<file path="src/rtl/cache_pkg.sv">
// Shared types and field positions for the I/D-cache miss-fill controller.
package cache_pkg;

    typedef enum logic [2:0] {
        S_IDLE,
        S_FILL,
        S_META_NEW,
        S_META_OTHER,
        S_DONE
    } state_t;

    localparam int VALID_BIT       = 7;
    localparam int LRU_BIT         = 6;
    localparam int TAG_W           = 6;
    localparam int TAG_LSB         = 10;
    localparam int INDEX_MSB       = 9;
    localparam int INDEX_LSB       = 4;
    localparam int WORD_LSB        = 1;
    localparam int WORDS_PER_BLOCK = 8;

    localparam logic [15:0] BLOCK_MASK = 16'hFFF0;

endpackage

</file>
<file path="src/rtl/victim_sel.sv">
// Victim way choice from each way's {valid, lru} flag pair: fill an invalid way
// first, otherwise evict the way whose LRU bit marks it as next to go.
module victim_sel (
    input  logic [1:0] flags0,
    input  logic [1:0] flags1,
    output logic       way
);

    always_comb begin
        way = 1'b0;
        if (!flags0[1])
            way = 1'b0;
        else if (!flags1[1])
            way = 1'b1;
        else if (flags1[0] && !flags0[0])
            way = 1'b1;
        else
            way = 1'b0;
    end

endmodule

</file>
<file path="src/rtl/cache_fill_ctrl.sv">
// Miss-fill controller: arbitrates I/D misses, fetches an 8-word block from pipelined
// memory, then rewrites both ways' metadata. Define ROUND_ROBIN_ARB_EN for alternating priority.
module cache_fill_ctrl
    import cache_pkg::*;
#(
    parameter int MEM_LATENCY = 4,
    parameter int WORDS       = WORDS_PER_BLOCK
) (
    input  logic                       clk,
    input  logic                       rst,
    input  logic                       i_miss,
    input  logic [15:0]                i_addr,
    input  logic                       d_miss,
    input  logic [15:0]                d_addr,
    input  logic [7:0]                 meta0,
    input  logic [7:0]                 meta1,
    input  logic [15:0]                mem_data_out,
    input  logic                       mem_data_valid,
    output logic                       mem_enable,
    output logic [15:0]                mem_addr,
    output logic                       fill_sel,
    output logic [5:0]                 meta_set,
    output logic                       fill_we,
    output logic                       fill_way,
    output logic [$clog2(WORDS)-1:0]   fill_word,
    output logic [15:0]                fill_data,
    output logic                       meta_write0,
    output logic                       meta_write1,
    output logic [7:0]                 meta_din,
    output logic                       i_stall,
    output logic                       d_stall,
    output logic                       i_done,
    output logic                       d_done
);

    localparam int CW = $clog2(WORDS);

    generate
        if (MEM_LATENCY < 1) begin : g_bad_latency
            $error("cache_fill_ctrl: MEM_LATENCY must be at least 1");
        end
    endgenerate

    state_t        state, next_state;
    logic          sel_q;
    logic [15:0]   base_q;
    logic [5:0]    set_q;
    logic          victim_q;
    logic [7:0]    meta0_q, meta1_q;
    logic [CW:0]   iss_cnt;
    logic [CW-1:0] ret_cnt;

    logic          win_d;
    logic [15:0]   win_addr;
    logic          victim;
    logic          miss_any;

`ifdef ROUND_ROBIN_ARB_EN
    logic prio_d;
    assign win_d = d_miss & (prio_d | ~i_miss);
`else
    assign win_d = d_miss;
`endif

    assign win_addr = win_d ? d_addr : i_addr;
    assign miss_any = i_miss | d_miss;

    victim_sel u_victim_sel (
        .flags0 ({meta0[VALID_BIT], meta0[LRU_BIT]}),
        .flags1 ({meta1[VALID_BIT], meta1[LRU_BIT]}),
        .way    (victim)
    );

    always_ff @(posedge clk) begin
        if (rst) begin
            state    <= S_IDLE;
            sel_q    <= 1'b0;
            base_q   <= '0;
            set_q    <= '0;
            victim_q <= 1'b0;
            meta0_q  <= '0;
            meta1_q  <= '0;
            iss_cnt  <= '0;
            ret_cnt  <= '0;
`ifdef ROUND_ROBIN_ARB_EN
            prio_d   <= 1'b1;
`endif
        end else begin
            state <= next_state;
            case (state)
                S_IDLE: begin
                    if (miss_any) begin
                        sel_q    <= win_d;
                        base_q   <= win_addr & BLOCK_MASK;
                        set_q    <= win_addr[INDEX_MSB:INDEX_LSB];
                        victim_q <= victim;
                        meta0_q  <= meta0;
                        meta1_q  <= meta1;
                        iss_cnt  <= '0;
                        ret_cnt  <= '0;
                    end
                end
                S_FILL: begin
                    if (!iss_cnt[CW])
                        iss_cnt <= iss_cnt + 1'b1;
                    if (mem_data_valid)
                        ret_cnt <= ret_cnt + 1'b1;
                end
`ifdef ROUND_ROBIN_ARB_EN
                S_DONE: prio_d <= ~sel_q;
`endif
                default: ;
            endcase
        end
    end

    // In IDLE, fill_sel/meta_set follow the current winner so the selected cache
    // presents the right metadata bytes before the miss is captured.
    always_comb begin
        next_state  = state;
        mem_enable  = 1'b0;
        fill_we     = 1'b0;
        meta_write0 = 1'b0;
        meta_write1 = 1'b0;
        meta_din    = '0;
        i_done      = 1'b0;
        d_done      = 1'b0;
        mem_addr    = base_q | (16'(iss_cnt[CW-1:0]) << WORD_LSB);
        fill_sel    = (state == S_IDLE) ? win_d : sel_q;
        meta_set    = (state == S_IDLE) ? win_addr[INDEX_MSB:INDEX_LSB] : set_q;
        fill_way    = victim_q;
        fill_word   = ret_cnt;
        fill_data   = mem_data_out;

        case (state)
            S_IDLE: begin
                if (miss_any)
                    next_state = S_FILL;
            end
            S_FILL: begin
                mem_enable = ~iss_cnt[CW];
                fill_we    = mem_data_valid;
                if (mem_data_valid && ret_cnt == CW'(WORDS - 1))
                    next_state = S_META_NEW;
            end
            S_META_NEW: begin
                meta_din    = {1'b1, 1'b0, base_q[TAG_LSB +: TAG_W]};
                meta_write0 = ~victim_q;
                meta_write1 = victim_q;
                next_state  = S_META_OTHER;
            end
            S_META_OTHER: begin
                meta_din          = victim_q ? meta0_q : meta1_q;
                meta_din[LRU_BIT] = 1'b1;
                meta_write0       = victim_q;
                meta_write1       = ~victim_q;
                next_state        = S_DONE;
            end
            S_DONE: begin
                i_done     = ~sel_q;
                d_done     = sel_q;
                next_state = S_IDLE;
            end
            default: next_state = S_IDLE;
        endcase
    end

    assign i_stall = i_miss & ~i_done;
    assign d_stall = d_miss & ~d_done;

endmodule

</file>
<file path="config.mk">
export PLATFORM = sky130hd
export DESIGN_NAME = cache_fill_ctrl
export DESIGN_NICKNAME = d
export VERILOG_FILES = /design/src/rtl/cache_pkg.sv /design/src/rtl/victim_sel.sv /design/src/rtl/cache_fill_ctrl.sv
export SDC_FILE = /design/constraint.sdc
export NUM_CORES = 1
export LEC_CHECK = 0
export BUFFER_PORTS_ARGS = -buffer_cell sky130_fd_sc_hd__buf_2
export CORE_UTILIZATION = 30
export DETAILED_ROUTE_END_ITERATION = 16
export PLACE_DENSITY_LB_ADDON = 0.08
export SETUP_SLACK_MARGIN = 0.1
export SYNTH_ARGS = -nofsm -noshare
export SYNTH_HDL_FRONTEND = slang
export SYNTH_SLANG_ARGS = --single-unit
</file>
<file path="constraint.sdc">
create_clock -name clk -period 2.3 [get_ports clk]
set_clock_uncertainty 0.2 [all_clocks]
set_input_delay 0.23 -clock clk [delete_from_list [all_inputs] [get_ports clk]]
set_output_delay 0.23 -clock clk [all_outputs]
set_load 0.1 [all_outputs]
</file>
# After elaboration in Yosys (flattened, before gate mapping)
# Index checks and enable logic that the tools add are counted.
dict set report op_classes {
  eq_ne 9
  reduce_logical 10
  n_bitwise 9
  addsub 2
  mux 23
}
# cell count
set op_table {}
lappend op_table {{$mux W16} 1}
lappend op_table {{$or A16 B4 Y16} 1}
lappend op_table {{$pmux W8 S2} 1}
lappend op_table {{$mux W3} 4}
lappend op_table {{$pmux W3 S4} 1}
lappend op_table {{$mux W1} 8}
lappend op_table {{$mux W4} 2}
lappend op_table {{$mux W8} 1}
lappend op_table {{$ne A2 B2 Y1 const B} 4}
lappend op_table {{$pmux W4 S2} 1}
lappend op_table {{$eq A3 B2 Y1 const B} 2}
lappend op_table {{$eq A3 B3 Y1 const B} 2}
lappend op_table {{$mux W6} 1}
lappend op_table {{$pmux W3 S2} 1}
lappend op_table {{$reduce_and A2 Y1} 3}
lappend op_table {{$reduce_and A3 Y1} 2}
lappend op_table {{$not A1 Y1} 5}
lappend op_table {{$add A4 B1 Y4 const B} 1}
lappend op_table {{$pmux W1 S2} 2}
lappend op_table {{$add A3 B1 Y3 const B} 1}
lappend op_table {{$eq A3 B1 Y1 const B} 1}
lappend op_table {{$logic_not A3 Y1} 1}
lappend op_table {{$and A1 B1 Y1} 2}
lappend op_table {{$logic_and A1 B1 Y1} 2}
lappend op_table {{other kinds (3)} 3}
dict set report totals {
  elab_cells 63
  inputBits 69
  ff_bits 46
  output_inout_bits 59
}

# Longest topological paths before layout
dict set report logic_depth {
  depth_word 5
  ltp_mapped 6
  ltp_nobuf 5
}

# Cells and area by module
# A second synthesis with hierarchy kept.
dict set report unflattened {
  cells_unflattened 257
  area_unflattened_um2 2133.3
}
# module area_each_um2 instances seq_area_each_um2 cells_each
set modules_own_cells {}
lappend modules_own_cells {cache_fill_ctrl 2119.5 1 760.7 255}
lappend modules_own_cells {victim_sel 13.8 1 0.0 2}

# Worst setup path before layout
# No wires, ideal clock.
dict set report synth_path {
  kind {register to output}
  startpoint {register state[0]}
  endpoint {output i_stall}
  setup_slack_ns -3.542
  path_stages_with_launch 4
  required_ns 1.870
  arrival_ns 5.412
  path_buffers 1
  path_cell_list {dfxtp_1 -> buf_2 -> nor4b_1 -> nor2_1}
}
dict set report synth_between {
  elab_chain_len 4
}
# item line_no
set synth_lines {}
lappend synth_lines {{start: declaration} cache_fill_ctrl.sv:44} ;# state_t state, next_state;
lappend synth_lines {{start signal: assignment} cache_fill_ctrl.sv:89} ;# state <= next_state;
lappend synth_lines {{$eq A3 B3 Y1} cache_fill_ctrl.sv:135} ;# case (state)
lappend synth_lines {{$mux W1} cache_fill_ctrl.sv:135}
lappend synth_lines {{via i_done} cache_fill_ctrl.sv:32} ;# output logic i_done,
lappend synth_lines {{$not A1 Y1} cache_fill_ctrl.sv:168} ;# assign i_stall = i_miss & ~i_done;
lappend synth_lines {{$and A1 B1 Y1} cache_fill_ctrl.sv:168}
lappend synth_lines {{end: declaration} cache_fill_ctrl.sv:30} ;# output logic i_stall,
# The timed path passes the listed nets, and every way through them passes these cells.

# Worst setup path in the final report
dict set report layout_path {
  startpoint {register state[0]}
  endpoint {output meta_set[4]}
}
dict set report layout_between {
  elab_chain_len 2
}
# item line_no
set layout_lines {}
lappend layout_lines {{$logic_not A3 Y1} cache_fill_ctrl.sv:130} ;# meta_set = (state == S_IDLE) ? win_addr[INDEX_MSB:INDEX_LSB] : set_q;
lappend layout_lines {{$mux W6} cache_fill_ctrl.sv:130}
lappend layout_lines {{end: declaration} cache_fill_ctrl.sv:22} ;# output logic [5:0] meta_set,
# No other way between the ends.

==> flow_results.org <==
** Cells and area
- Cells with a size suffix above 1 make up about 43% of the layout.
- Post-layout nets :: roughly 400
- Counting the fill cells in the layout gives around 670.
- The sequential cells in the finished layout cover a total of 773 sq um.
- Excluding fillers, the count of instances in the completed layout stands at 420.
- Design area :: roughly 0.0032 sq mm
- # diodes :: 0
- At the end of the flow the core is filled with cells to around 47%.
- Multi-input combinational cell area :: 0.00129 sq mm
- The area growth from synthesis to layout is 48.7%.

** Hold path
- Cell depth of the worst hold path :: 3
- Hold worst-path end :: meta0_q[0]
- The path class of the tightest hold or removal check is input pin to flop.
- Hold wc startpoint :: meta0[0]

** Clock network
- The clock net in this run drives a total of 38 sinks.
- Clock Tree Root :: sky130_fd_sc_hd__clkbuf_8
- The clock reaches the later pin of the worst-skew pair after between 0.2 and 0.3 ns.
- CTS clk-pin slew, worst paths :: roughly 0.07 ns
- Buffers from clock root to sink, at most :: 2
- Counting the buffers created by CTS gives 5.
- CTS tree :: built
- H-tree levels :: 2

** Global route
- The number of global-route vias before repair came to about 1900.
- Summed over all layers, the global routing overflow is 0.
- Global-route wire length before repair :: 9.84 mm
- Initial antenna violation count :: 0
- Global routing used about 17% of the available tracks across all layers.
- Entering global routing, the biggest net connects 31 pins.

** Yosys
- Dominant register cell in the synthesized netlist :: sky130_fd_sc_hd__dfxtp_1
- After synthesis, the cell types taking the most area are sky130_fd_sc_hd__dfxtp_1 (35%), sky130_fd_sc_hd__mux2i_1 (8.8%), sky130_fd_sc_hd__buf_4 (8.3%).
- Count of different cell masters after synthesis :: 42
- Avg Cell Area, Syn :: around 8.5 sq um
- The synthesized design contains 38 register bits.
- The cell count after synthesis came out at ~260.
- The synthesized design spends more area on one cell type than any other, namely sky130_fd_sc_hd__dfxtp_1.
- Portion of the post-synthesis area used by sequential elements :: 35.2%
- Synth Warn # :: 0
- Yosys mapped a number of flops with a built-in enable equal to 0.
- Counting every net in the synthesized netlist gives 327.
- The share of synthesized area in the top cell type comes to between 30% and 40%.
- Of all flip-flops after synthesis, the portion carrying an async set or reset was 0%.
- In this run the cell area of the synthesized design comes to about 0.0022 sq mm.

** Worst setup path
- In this run the worst path has a maximum fanout of 30.
- The largest individual stage delay along the critical path comes from the cell sky130_fd_sc_hd__or3_4.
- The worst setup path is of the flop to primary output kind.
- For this run, the slowest stage of the critical path takes 0.40 ns.
- The worst register-to-register path begins at state[0].
- Dominant cell type by count on the critical path :: sky130_fd_sc_hd__buf_12
- Req. time, crit path :: ~1.9 ns
- The worst setup path is captured at a primary output.
- Buffering stage count on the worst path with inverters included :: 2
- At the worst endpoint, the arrival time is about 1.7 ns.
- Setup slack on the worst reg-to-reg path comes out at roughly 0.42 ns.
- Worst r2r dst :: set_q[1]
- The worst setup path is launched from a flop.
- Ordered list of cells on the worst path :: or3_4 -> buf_12 -> o21ai_4 -> buf_12
- Measured in cells, the most critical reg-to-reg path has a length of 4.
- Kind of cell with the highest combined delay on the critical path :: simple AND/OR/NAND/NOR gates

** Die
- Row count :: 30
- The die covers roughly 0.0076 sq mm.
- For this configuration, the core starts out at a cell density of approximately a third.
- The floorplan step defined a core boundary enclosing 0.00687 sq mm.
- In this run the vertical extent of the chip is between 80 and 90 um.
- From left edge to right edge, the die measures roughly 87 um.
- Pin placement for this block handled roughly 130 I/O pins.

** Placed design
- Total placed cells including tap cells :: 401
- Summing all placed instances gives a cell area of ~0.0030 sq mm.
- Number of buffer cells added on primary ports :: 86
- Half-perimeter wire length after detailed placement :: around 4.2 mm
- OpenSTA, run right after detailed placement, puts the worst setup slack at between 0.3 and 0.4 ns.
- Gpl congestion :: 0.713

** STA
- Setup repair after global routing left no endpoint under its margin.
- Worst hold slack after final layout :: around 0.0053 ns
- Highest clock frequency the design can meet :: about 480 MHz
- In this run the tightest slew margin relative to its limit is 63.5%.
- At the pin with the least slew margin, the transition time is 0.548 ns.
- The number of failing hold endpoints at the final stage was 0.
- Counting I/O delays and the setup requirement, the final critical path takes around 2.1 ns.
- Across all setup checks in the final design, the least slack found is between 0.15 and 0.2 ns.
- Final number of max-transition violations :: 0
- The final critical path takes up ~92% of the cycle.
- Final setup viols :: 0

** Power
- Pwr dens :: 598 mW/mm^2
- The analysis attributes to cell leakage a power of about 1.3 nW.
- Max IR drop VDD :: 279 uV

** Detailed routing
- Once detail routing completed, the nets flagged for antenna violations numbered 0.
- Number of DRC markers in iteration 0 :: 71
- Final routed DRC violation total :: 0
- After detailed routing, the number of vias per cell comes to just under 5.
- Number of iterations in the first detailed-routing pass :: 3
- DRT Wirelength :: a little under 6 mm
- Detail-routed net length per standard cell :: 14.2 um
- Vias post-DR :: slightly above 2000

** Outcome
- The flow ran to the end, and the final reports show no timing, DRC or antenna violations.

** Job
- Max-cap violations in this run came to 0.
## report_power, final
group | internal (mW) | total (mW) | switching, mW
Sequential | 0.702 | 0.740 | 0.0373
Clock | 0.242 | 0.478 | 0.236
Combinational | 0.208 | 0.705 | 0.498
## worst reg2reg max path: stages (launching register included)
cell and delay, ns:
sky130_fd_sc_hd__dfxtp_2 0.39, sky130_fd_sc_hd__or3_4 0.40, sky130_fd_sc_hd__buf_12 0.20, sky130_fd_sc_hd__nor2_4 0.42
sky130_fd_sc_hd__a211oi_1 0.15
## stage by stage
| step | TNS (ns) | power, mW |
|---|---|---|
| 3_3_place_gp | 0 | 1.45 |
| 3_5_place_dp | 0 | 1.45 |
| 2_1_floorplan | -0.293 | 1.41 |
| 6_report | 0 | 1.92 |
| 4_1_cts | 0 | 1.95 |
| 5_1_grt | 0 | 2.01 |
## registers in the layout (all words and copies together) (netlist names)
| name | cells |
|---|---|
| fill_way | 1 |
| iss_cnt | 4 |
| set_q | 5 |
| sel_q | 1 |
| state | 3 |
| base_q | 7 |
| fill_word | 3 |
| meta0_q | 7 |
| meta1_q | 7 |
## how the worst max path moves through the flow
stage,from,to,slack (ns),cells past startpoint
2_1_floorplan,state[0],d_stall,-0.16,3
3_3_place_gp,state[0],base_q[14],0.36,4
3_5_place_dp,state[0],base_q[13],0.34,4
4_1_cts,state[0],fill_we,0.12,3
5_1_grt,state[0],meta_set[4],0.14,5
6_report,state[0],meta_set[4],0.20,4
## kinds of logic after synthesis
| logic type | after synthesis | share of synthesized area (%) |
|---|---|---|
| flops | 38 | 35.2 |
| fa+ha+maj | 3 | 1.74 |
| mux | 19 | 8.80 |
| buf+inv | 52 | 14.7 |
| xor+xnor | 1 | 0.405 |
| simple gates | 59 | 15.8 |
| compound gates | 82 | 23.2 |
| other cells | 1 | 0.173 |
## final cells by class
type / instances / share of cell area, %
clock buffers: 7 / 2.68
multi-input cells: 165 / 40.1
flip-flops and latches: 38 / 24.0
inverters: 7 / 0.973
well taps: 96 / 3.74
clock inverters: 1 / 0.156
repair buffers: 106 / 28.3
## cells in the final DEF (no fill, tap or decap), types with 2 or more instances in the layout
cell	instances
sky130_fd_sc_hd__a211oi_1	12
sky130_fd_sc_hd__dfxtp_2	7
sky130_fd_sc_hd__nand3_1	16
sky130_fd_sc_hd__ha_1	3
sky130_fd_sc_hd__mux2i_1	19
sky130_fd_sc_hd__o21ai_0	16
sky130_fd_sc_hd__o2111ai_1	2
sky130_fd_sc_hd__o31ai_1	2
sky130_fd_sc_hd__o41ai_1	2
sky130_fd_sc_hd__nor2_1	10
sky130_fd_sc_hd__buf_2	67
sky130_fd_sc_hd__nor2_4	2
sky130_fd_sc_hd__clkbuf_8	6
sky130_fd_sc_hd__nand2_1	12
sky130_fd_sc_hd__inv_1	6
sky130_fd_sc_hd__nor2b_4	2
sky130_fd_sc_hd__nor3_1	3
sky130_fd_sc_hd__a21oi_1	30
sky130_fd_sc_hd__a211oi_4	6
sky130_fd_sc_hd__dlygate4sd3_1	11
sky130_fd_sc_hd__buf_12	20
sky130_fd_sc_hd__dfxtp_1	30
sky130_fd_sc_hd__buf_4	7
sky130_fd_sc_hd__o21ai_4	6
## synth_stat cells, drive strengths merged, types with 3 or more instances
library cell / number
a21oi: 31
ha: 3
nor2: 14
nand2: 12
o21ai: 22
clkbuf: 9
inv: 6
nand3: 16
a211oi: 18
buf: 36
nor3: 4
nor2b: 3
mux2i: 19
dfxtp: 38
## layer usage
metal	GRT usage, %	vias to the layer above	part of all wire [%]
met3	3.60	8	4.3
met5	0	-	0
met1	23.2	948	48
met4	4.85	0	1.3
met2	26.8	49	46
li1	-	1024	-
## timing repair
| action | CTS | global route |
|---|---|---|
| setup buffers | 0 | 0 |
| setup endpoints to repair | 3 | 9 |
| pin swaps | 0 | 0 |
| endpoints found under the hold margin | 11 | 0 |
| hold buffers | 11 | 0 |
| cloned | 0 | 0 |
| gates resized for setup | 1 | 1 |
No activity file was read; power rests on OpenSTA's default activity.
